`src/rtl/open_loop_flow_sched_if.sv`:
```
// Bundle of setup, notification, request and completion signals around the open-loop
// flow scheduler; slave is the scheduler side, master the surrounding decoders/datapath.
interface open_loop_flow_sched_if #(
   parameter int unsigned NUM_FLOWS = 8,
   parameter int unsigned PTR_W     = 16
);
   localparam int unsigned FLOW_W = $clog2(NUM_FLOWS);

   logic                 setup_val;
   logic [FLOW_W-1:0]    setup_flowid;
   logic [31:0]          setup_total;
   logic [31:0]          setup_bufsize;
   logic [7:0]           setup_dir;
   logic                 setup_rdy;

   logic                 notif_val;
   logic [FLOW_W-1:0]    notif_flowid;
   logic [PTR_W-1:0]     notif_ptr;
   logic [PTR_W-1:0]     notif_len;
   logic                 notif_rdy;

   logic                 req_val;
   logic [FLOW_W-1:0]    req_flowid;
   logic [PTR_W-1:0]     req_ptr;
   logic [PTR_W-1:0]     req_len;
   logic [7:0]           req_dir;
   logic                 req_rdy;

   logic                 done_val;
   logic [FLOW_W-1:0]    done_flowid;

   logic                 flow_done;
   logic [FLOW_W-1:0]    flow_done_id;
   logic [NUM_FLOWS-1:0] flow_active;

   modport slave (
      input  setup_val, setup_flowid, setup_total, setup_bufsize, setup_dir,
      output setup_rdy,
      input  notif_val, notif_flowid, notif_ptr, notif_len,
      output notif_rdy,
      output req_val, req_flowid, req_ptr, req_len, req_dir,
      input  req_rdy,
      input  done_val, done_flowid,
      output flow_done, flow_done_id, flow_active
   );

   modport master (
      output setup_val, setup_flowid, setup_total, setup_bufsize, setup_dir,
      input  setup_rdy,
      output notif_val, notif_flowid, notif_ptr, notif_len,
      input  notif_rdy,
      input  req_val, req_flowid, req_ptr, req_len, req_dir,
      output req_rdy,
      output done_val, done_flowid,
      input  flow_done, flow_done_id, flow_active
   );
endinterface

```
`src/rtl/open_loop_flow_sched.sv`:
```
// Per-flow scheduler: keeps flow context, latches notifications and issues at most one
// outstanding datapath request per flow, round-robin among eligible flows.
module open_loop_flow_sched #(
   parameter int unsigned NUM_FLOWS = 8,
   parameter int unsigned PTR_W     = 16
) (
   input logic                   clk,
   input logic                   rst_n,
   open_loop_flow_sched_if.slave bus
);
   localparam int unsigned FLOW_W = $clog2(NUM_FLOWS);

   typedef logic [FLOW_W-1:0] flow_t;
   typedef enum logic [0:0] {StIdle, StIssue} state_e;

   state_e               state_q, state_d;
   logic [31:0]          total_q   [NUM_FLOWS];
   logic [31:0]          total_d   [NUM_FLOWS];
   logic [31:0]          bufsize_q [NUM_FLOWS];
   logic [31:0]          bufsize_d [NUM_FLOWS];
   logic [31:0]          curr_q    [NUM_FLOWS];
   logic [31:0]          curr_d    [NUM_FLOWS];
   logic [7:0]           dir_q     [NUM_FLOWS];
   logic [7:0]           dir_d     [NUM_FLOWS];
   logic [PTR_W-1:0]     ptr_q     [NUM_FLOWS];
   logic [PTR_W-1:0]     ptr_d     [NUM_FLOWS];
   logic [PTR_W-1:0]     len_q     [NUM_FLOWS];
   logic [PTR_W-1:0]     len_d     [NUM_FLOWS];
   logic [NUM_FLOWS-1:0] active_q, active_d;
   logic [NUM_FLOWS-1:0] pending_q, pending_d;
   logic [NUM_FLOWS-1:0] inflight_q, inflight_d;
   flow_t                rr_ptr_q, rr_ptr_d;
   flow_t                grant_q, grant_d;
   logic [PTR_W-1:0]     req_ptr_q, req_ptr_d;
   logic [PTR_W-1:0]     req_len_q, req_len_d;
   logic [7:0]           req_dir_q, req_dir_d;
   logic                 flow_done_q, flow_done_d;
   flow_t                flow_done_id_q, flow_done_id_d;

   logic [NUM_FLOWS-1:0] eligible;
   logic                 pick_val;
   flow_t                pick;
   flow_t                idx;
   logic [31:0]          pick_len_ext;
   logic                 setup_conflict;
   logic                 setup_acc;
   logic                 notif_acc;
   logic                 done_hit;
   logic [31:0]          done_next;

   assign eligible = active_q & pending_q & ~inflight_q;

   // First eligible flow at or after rr_ptr; flow_t arithmetic wraps mod NUM_FLOWS.
   always_comb begin
      pick_val = 1'b0;
      pick     = '0;
      idx      = '0;
      for (int unsigned i = 0; i < NUM_FLOWS; i++) begin
         idx = rr_ptr_q + flow_t'(i);
         if (!pick_val && eligible[idx]) begin
            pick_val = 1'b1;
            pick     = idx;
         end
      end
   end

   assign pick_len_ext = 32'(len_q[pick]);

   assign setup_conflict = bus.setup_val && (bus.setup_flowid == bus.notif_flowid);
   assign bus.setup_rdy  = !inflight_q[bus.setup_flowid];
   // Inactive flows accept and drop notifications so the NoC decoder never stalls on them.
   assign bus.notif_rdy  = !setup_conflict &&
                           (!active_q[bus.notif_flowid] || !pending_q[bus.notif_flowid]);
   assign setup_acc      = bus.setup_val && bus.setup_rdy;
   assign notif_acc      = bus.notif_val && bus.notif_rdy && active_q[bus.notif_flowid];
   assign done_hit       = bus.done_val && inflight_q[bus.done_flowid];
   assign done_next      = curr_q[bus.done_flowid] + 32'd1;

   always_comb begin
      state_d        = state_q;
      total_d        = total_q;
      bufsize_d      = bufsize_q;
      curr_d         = curr_q;
      dir_d          = dir_q;
      ptr_d          = ptr_q;
      len_d          = len_q;
      active_d       = active_q;
      pending_d      = pending_q;
      inflight_d     = inflight_q;
      rr_ptr_d       = rr_ptr_q;
      grant_d        = grant_q;
      req_ptr_d      = req_ptr_q;
      req_len_d      = req_len_q;
      req_dir_d      = req_dir_q;
      flow_done_d    = 1'b0;
      flow_done_id_d = '0;

      unique case (state_q)
         StIdle: begin
            if (pick_val) begin
               grant_d   = pick;
               req_ptr_d = ptr_q[pick];
               req_len_d = (pick_len_ext < bufsize_q[pick]) ? len_q[pick]
                                                            : bufsize_q[pick][PTR_W-1:0];
               req_dir_d = dir_q[pick];
               state_d   = StIssue;
            end
         end
         StIssue: begin
            if (bus.req_rdy) begin
               pending_d[grant_q]  = 1'b0;
               inflight_d[grant_q] = 1'b1;
               rr_ptr_d            = grant_q + flow_t'(1);
               state_d             = StIdle;
            end
         end
         default: state_d = StIdle;
      endcase

      if (notif_acc) begin
         ptr_d[bus.notif_flowid]     = bus.notif_ptr;
         len_d[bus.notif_flowid]     = bus.notif_len;
         pending_d[bus.notif_flowid] = 1'b1;
      end

      if (done_hit) begin
         inflight_d[bus.done_flowid] = 1'b0;
         curr_d[bus.done_flowid]     = done_next;
         if (done_next == total_q[bus.done_flowid]) begin
            active_d[bus.done_flowid]  = 1'b0;
            pending_d[bus.done_flowid] = 1'b0;
            flow_done_d                = 1'b1;
            flow_done_id_d             = bus.done_flowid;
         end
      end

      if (setup_acc) begin
         total_d[bus.setup_flowid]   = bus.setup_total;
         bufsize_d[bus.setup_flowid] = bus.setup_bufsize;
         dir_d[bus.setup_flowid]     = bus.setup_dir;
         curr_d[bus.setup_flowid]    = '0;
         pending_d[bus.setup_flowid] = 1'b0;
         active_d[bus.setup_flowid]  = (bus.setup_total != 32'd0);
      end
   end

   always_ff @(posedge clk or negedge rst_n) begin
      if (!rst_n) begin
         state_q        <= StIdle;
         total_q        <= '{default: '0};
         bufsize_q      <= '{default: '0};
         curr_q         <= '{default: '0};
         dir_q          <= '{default: '0};
         ptr_q          <= '{default: '0};
         len_q          <= '{default: '0};
         active_q       <= '0;
         pending_q      <= '0;
         inflight_q     <= '0;
         rr_ptr_q       <= '0;
         grant_q        <= '0;
         req_ptr_q      <= '0;
         req_len_q      <= '0;
         req_dir_q      <= '0;
         flow_done_q    <= 1'b0;
         flow_done_id_q <= '0;
      end else begin
         state_q        <= state_d;
         total_q        <= total_d;
         bufsize_q      <= bufsize_d;
         curr_q         <= curr_d;
         dir_q          <= dir_d;
         ptr_q          <= ptr_d;
         len_q          <= len_d;
         active_q       <= active_d;
         pending_q      <= pending_d;
         inflight_q     <= inflight_d;
         rr_ptr_q       <= rr_ptr_d;
         grant_q        <= grant_d;
         req_ptr_q      <= req_ptr_d;
         req_len_q      <= req_len_d;
         req_dir_q      <= req_dir_d;
         flow_done_q    <= flow_done_d;
         flow_done_id_q <= flow_done_id_d;
      end
   end

   assign bus.req_val      = (state_q == StIssue);
   assign bus.req_flowid   = grant_q;
   assign bus.req_ptr      = req_ptr_q;
   assign bus.req_len      = req_len_q;
   assign bus.req_dir      = req_dir_q;
   assign bus.flow_done    = flow_done_q;
   assign bus.flow_done_id = flow_done_id_q;
   assign bus.flow_active  = active_q;
endmodule
```
`src/flat_wrapper.sv`:
```
// flat-port wrapper written by rule: the top's interface ports become plain ports
module open_loop_flow_sched_flat 
#(
   parameter int unsigned NUM_FLOWS = 8,
   parameter int unsigned PTR_W     = 16
)
  (clk, rst_n, bus_setup_val, bus_setup_flowid, bus_setup_total, bus_setup_bufsize, bus_setup_dir, bus_setup_rdy, bus_notif_val, bus_notif_flowid, bus_notif_ptr, bus_notif_len, bus_notif_rdy, bus_req_val, bus_req_flowid, bus_req_ptr, bus_req_len, bus_req_dir, bus_req_rdy, bus_done_val, bus_done_flowid, bus_flow_done, bus_flow_done_id, bus_flow_active);
  open_loop_flow_sched_if #(.NUM_FLOWS(NUM_FLOWS), .PTR_W(PTR_W)) bus_i ();
  input logic clk;
  input logic rst_n;
  input wire logic [$bits(bus_i.setup_val)-1:0] bus_setup_val;
  input wire logic [$bits(bus_i.setup_flowid)-1:0] bus_setup_flowid;
  input wire logic [$bits(bus_i.setup_total)-1:0] bus_setup_total;
  input wire logic [$bits(bus_i.setup_bufsize)-1:0] bus_setup_bufsize;
  input wire logic [$bits(bus_i.setup_dir)-1:0] bus_setup_dir;
  output wire logic [$bits(bus_i.setup_rdy)-1:0] bus_setup_rdy;
  input wire logic [$bits(bus_i.notif_val)-1:0] bus_notif_val;
  input wire logic [$bits(bus_i.notif_flowid)-1:0] bus_notif_flowid;
  input wire logic [$bits(bus_i.notif_ptr)-1:0] bus_notif_ptr;
  input wire logic [$bits(bus_i.notif_len)-1:0] bus_notif_len;
  output wire logic [$bits(bus_i.notif_rdy)-1:0] bus_notif_rdy;
  output wire logic [$bits(bus_i.req_val)-1:0] bus_req_val;
  output wire logic [$bits(bus_i.req_flowid)-1:0] bus_req_flowid;
  output wire logic [$bits(bus_i.req_ptr)-1:0] bus_req_ptr;
  output wire logic [$bits(bus_i.req_len)-1:0] bus_req_len;
  output wire logic [$bits(bus_i.req_dir)-1:0] bus_req_dir;
  input wire logic [$bits(bus_i.req_rdy)-1:0] bus_req_rdy;
  input wire logic [$bits(bus_i.done_val)-1:0] bus_done_val;
  input wire logic [$bits(bus_i.done_flowid)-1:0] bus_done_flowid;
  output wire logic [$bits(bus_i.flow_done)-1:0] bus_flow_done;
  output wire logic [$bits(bus_i.flow_done_id)-1:0] bus_flow_done_id;
  output wire logic [$bits(bus_i.flow_active)-1:0] bus_flow_active;
  assign bus_i.setup_val = bus_setup_val;
  assign bus_i.setup_flowid = bus_setup_flowid;
  assign bus_i.setup_total = bus_setup_total;
  assign bus_i.setup_bufsize = bus_setup_bufsize;
  assign bus_i.setup_dir = bus_setup_dir;
  assign bus_setup_rdy = bus_i.setup_rdy;
  assign bus_i.notif_val = bus_notif_val;
  assign bus_i.notif_flowid = bus_notif_flowid;
  assign bus_i.notif_ptr = bus_notif_ptr;
  assign bus_i.notif_len = bus_notif_len;
  assign bus_notif_rdy = bus_i.notif_rdy;
  assign bus_req_val = bus_i.req_val;
  assign bus_req_flowid = bus_i.req_flowid;
  assign bus_req_ptr = bus_i.req_ptr;
  assign bus_req_len = bus_i.req_len;
  assign bus_req_dir = bus_i.req_dir;
  assign bus_i.req_rdy = bus_req_rdy;
  assign bus_i.done_val = bus_done_val;
  assign bus_i.done_flowid = bus_done_flowid;
  assign bus_flow_done = bus_i.flow_done;
  assign bus_flow_done_id = bus_i.flow_done_id;
  assign bus_flow_active = bus_i.flow_active;
  open_loop_flow_sched #(.NUM_FLOWS(NUM_FLOWS), .PTR_W(PTR_W)) u_core (.clk(clk), .rst_n(rst_n), .bus(bus_i));
endmodule
```
`config.mk`:
```
export PLATFORM = sky130hd
export DESIGN_NAME = open_loop_flow_sched_flat
export DESIGN_NICKNAME = d
export VERILOG_FILES = /design/src/rtl/open_loop_flow_sched_if.sv /design/src/rtl/open_loop_flow_sched.sv /design/src/flat_wrapper.sv
export SDC_FILE = /design/constraint.sdc
export NUM_CORES = 2
export LEC_CHECK = 0
export CAP_MARGIN = 20
export CORE_AREA = 2 2 347 246
export CTS_CLUSTER_SIZE = 8
export DETAILED_ROUTE_END_ITERATION = 16
export DIE_AREA = 0 0 349 248
export DONT_BUFFER_PORTS = 1
export HOLD_SLACK_MARGIN = 0.08
export PLACE_DENSITY = 0.82
export SYNTH_ARGS = -nofsm -noshare
export SYNTH_HDL_FRONTEND = slang
export SYNTH_SLANG_ARGS = --single-unit
```
`constraint.sdc`:
```
create_clock -name clk -period 16.8 [get_ports clk]
set_input_delay 2.52 -clock clk [delete_from_list [all_inputs] [get_ports clk]]
set_output_delay 2.52 -clock clk [all_outputs]
set_load 0.02 [all_outputs]
```
==> results_dict.tcl <==
set metrics [dict create \
    outcome "finished clean" \
    cts_buffers 163 \
    totalWireLength_um 159000 \
    htree_num_levels 4 \
    finalMaxSlewViolations 0 \
    n_fill_cell 5381 \
    cts_root_buffer "clkbuf_16" \
    period_needed_ps 9540 \
    die-height_um 248 \
    synth-seq-cells 1163 \
    antenna_found_initial 5 \
    cts_sinks 1163 \
    synthArstFlopShare 1.00 \
    tns_ps 0 \
    swShare 0.430 \
    grt_pass1_wl_um 246000 \
    cp-end-kind "register" \
    final_cell_mix "dfrtp_1 (1163), mux2_2 (863), nand2_1 (716)" \
    port-buffer-count 0 \
    final_area_um2 59800 \
    hp-class "register to register" \
    drive_above_1_share 0.256 \
    power_switching_mw 6.31 \
    synth_seq_area_share 0.533 \
    start_kind "register" \
    syn_area_per_cell_um2 11.3 \
    r2r_cells 27 \
    worst_slew_pin_slew_ps 1240 \
    routabilityCongestion 0.905 \
    dr.pass1.iters 6 \
    p_leak_nw 25.2 \
    dpl_cell_area_um2 55200 \
    comb_power_share 0.463 \
    worstSetupPathType "register to register" \
    syn_area_um2 54600 \
    place_hpwl_um 89500 \
    core-area_um2 83400 \
    clkLatencyLatePin_ps 780 \
    die_w_um 349 \
    io_pins 177 \
    rsz0062_at_grt "false" \
    slew_headroom 0.177 \
    cts-resized-gates 0 \
    worstPathRequired_ps 17500 \
    ys.flop_type "dfrtp_1" \
    path_max_fanout 95 \
    vias 40622 \
    row_count 89 \
    die-area_um2 86600 \
    routedWlPerCell_um 27.4 \
    first_global_vias 41260 \
    fin_nets 4838 \
    timing.fmax_ghz 0.105 \
    postCtsSetupRepairBufs 0 \
    grt_max_degree 1164 \
    arrival_ps 10250 \
    p_total_mw 14.7 \
    syn_to_final_growth_pct 9.59 \
    period_share 0.568 \
    cts.reportedPaths.clkPinSlew_ps 50 \
    cts_tree "done" \
    cts_hold_buffers 0 \
    gr-usage-all-layers 0.369 \
    final_common_cell "dfrtp_1" \
    ys_warn_count 0 \
    setup-violations-final 0 \
    drc 0 \
    report.final.hold_viol_count 0 \
    vias_per_cell 6.99 \
    clockPowerShare 0.201 \
    p_per_area_nw_per_um2 246 \
    internal-power_mw 8.37 \
    whs_ps 500 \
    worstHoldPathCells 1 \
    drv_cap 0 \
    power_frac_seq 0.335 \
    synth_edf_count 0 \
    fin_skew_ps 43.6 \
    antenna_left 0 \
    first_iter_violations 4887 \
    clock_tree.buffer_depth 3 \
    peakVddDrop_uv 444 \
    ys_types 92 \
    grt_overflow 0 \
    start_util 0.654 \
    syn_nets 4949 \
    syn_inst 4811 \
]
## area by class of cell
class,count,area [um2],area share
flip-flops and latches,1163,29100,0.487
multi-input cells,3284,24200,0.405
clock buffers,164,4080,0.0683
well taps,1092,1370,0.0228
repair buffers,69,629,0.0105
clock inverters,16,349,0.00584
inverters,19,71.3,0.00119
diodes,4,10.0,0.000167
## cell usage after synthesis (33+ instances only)
cell type  count  area [um2]
o221ai_1      47         412
mux2i_1       68         681
a211oi_1     157        1180
o21ai_0       33         165
buf_1         45         169
nand2_1      720        2700
nor4_1        65         407
mux2_2       863        9720
xnor2_1       34         298
nand3_1      277        1390
mux4_2        36         811
dfrtp_1     1163       29100
o22ai_1       87         544
nor2_1       283        1060
a21oi_1      150         751
nor3_1        44         220
clkbuf_1     262         983
## power by group through the flow
stage / Combinational [mW] / Clock [mW] / Sequential, mW
after CTS: 6.62 / 2.97 / 4.89
final: 6.81 / 2.96 / 4.93
after floorplan: 4.95 / 0 / 4.62
after global placement: 6.33 / 0 / 4.83
after detailed placement: 6.51 / 0 / 4.90
after global routing: 7.43 / 3.09 / 5.04
## routing by layer
| layer | routed length [um] | GRT usage |
|---|---|---|
| met1 | 64000 | 0.514 |
| met2 | 69800 | 0.537 |
| met3 | 19600 | 0.127 |
| met4 | 5870 | 0.147 |
| met5 | 99 | 0 |
## per-stage QoR
stage	util	worst slack (ps)	cells
2_1_floorplan	-	9860	4811
3_3_place_gp	0.662	7670	5618
3_5_place_dp	0.662	7530	5618
4_1_cts	0.715	7480	5798
5_1_grt	0.717	6720	5810
6_report	0.717	7260	5811
## logic make-up after synthesis
group	share of synthesized area
adders and majority gates	0.00436
muxes	0.210
buffers and inverters	0.0277
AOI/OAI and AO/OA	0.0825
xor gates and xnor gates	0.0116
DFF	0.533
and+or+nand+nor	0.130
## path summary, 6_finish.rpt
kind                       slack, ps               endpoint               start
setup / recovery                7260  u_core.bus.req_len[8]  u_core.rr_ptr_q[0]
hold / removal                   500     u_core.total_q[58]  u_core.total_q[58]
setup reg to reg                7260  u_core.bus.req_len[8]  u_core.rr_ptr_q[0]
hold reg to reg                  500     u_core.total_q[58]  u_core.total_q[58]
max in group asynchronous      13110   u_core.bufsize_q[91]               rst_n
min in group asynchronous       1460      u_core.total_q[1]               rst_n
## state kept, by name, indices dropped and copies added (netlist names)
name                     cells
u_core.bufsize_q           256
u_core.bus.req_flowid        3
u_core.dir_q                64
u_core.total_q             256
u_core.bus.req_len          16
u_core.bus.flow_done_id      3
u_core.bus.req_dir           8
u_core.ptr_q               128
u_core.bus.flow_active       8
u_core.bus.req_ptr          16
u_core.len_q               128
u_core.rr_ptr_q              3
u_core.bus.flow_done         1
u_core.pending_q             8
u_core.curr_q              256
u_core.inflight_q            8
u_core.bus.req_val           1
## worst max-delay path, cell delays in order, from the launching register on
cell,delay [ps]
dfrtp_1,320
buf_4,270
clkinv_1,490
ha_1,600
inv_1,450
mux4_2,580
o32a_1,220
or4_1,640
or3_1,450
nand2_4,460
buf_4,940
buf_4,860
nand2_1,100
and3_1,210
a311oi_1,320
nor2_1,120
ha_1,330
a21o_1,160
a21o_1,180
a21oi_1,130
o21ai_0,120
nor2_1,170
nor2_1,60
a32oi_1,440
a311oi_4,150
buf_4,290
a211o_1,260
nand3_1,80
Power figures use the tool's default switching activity.
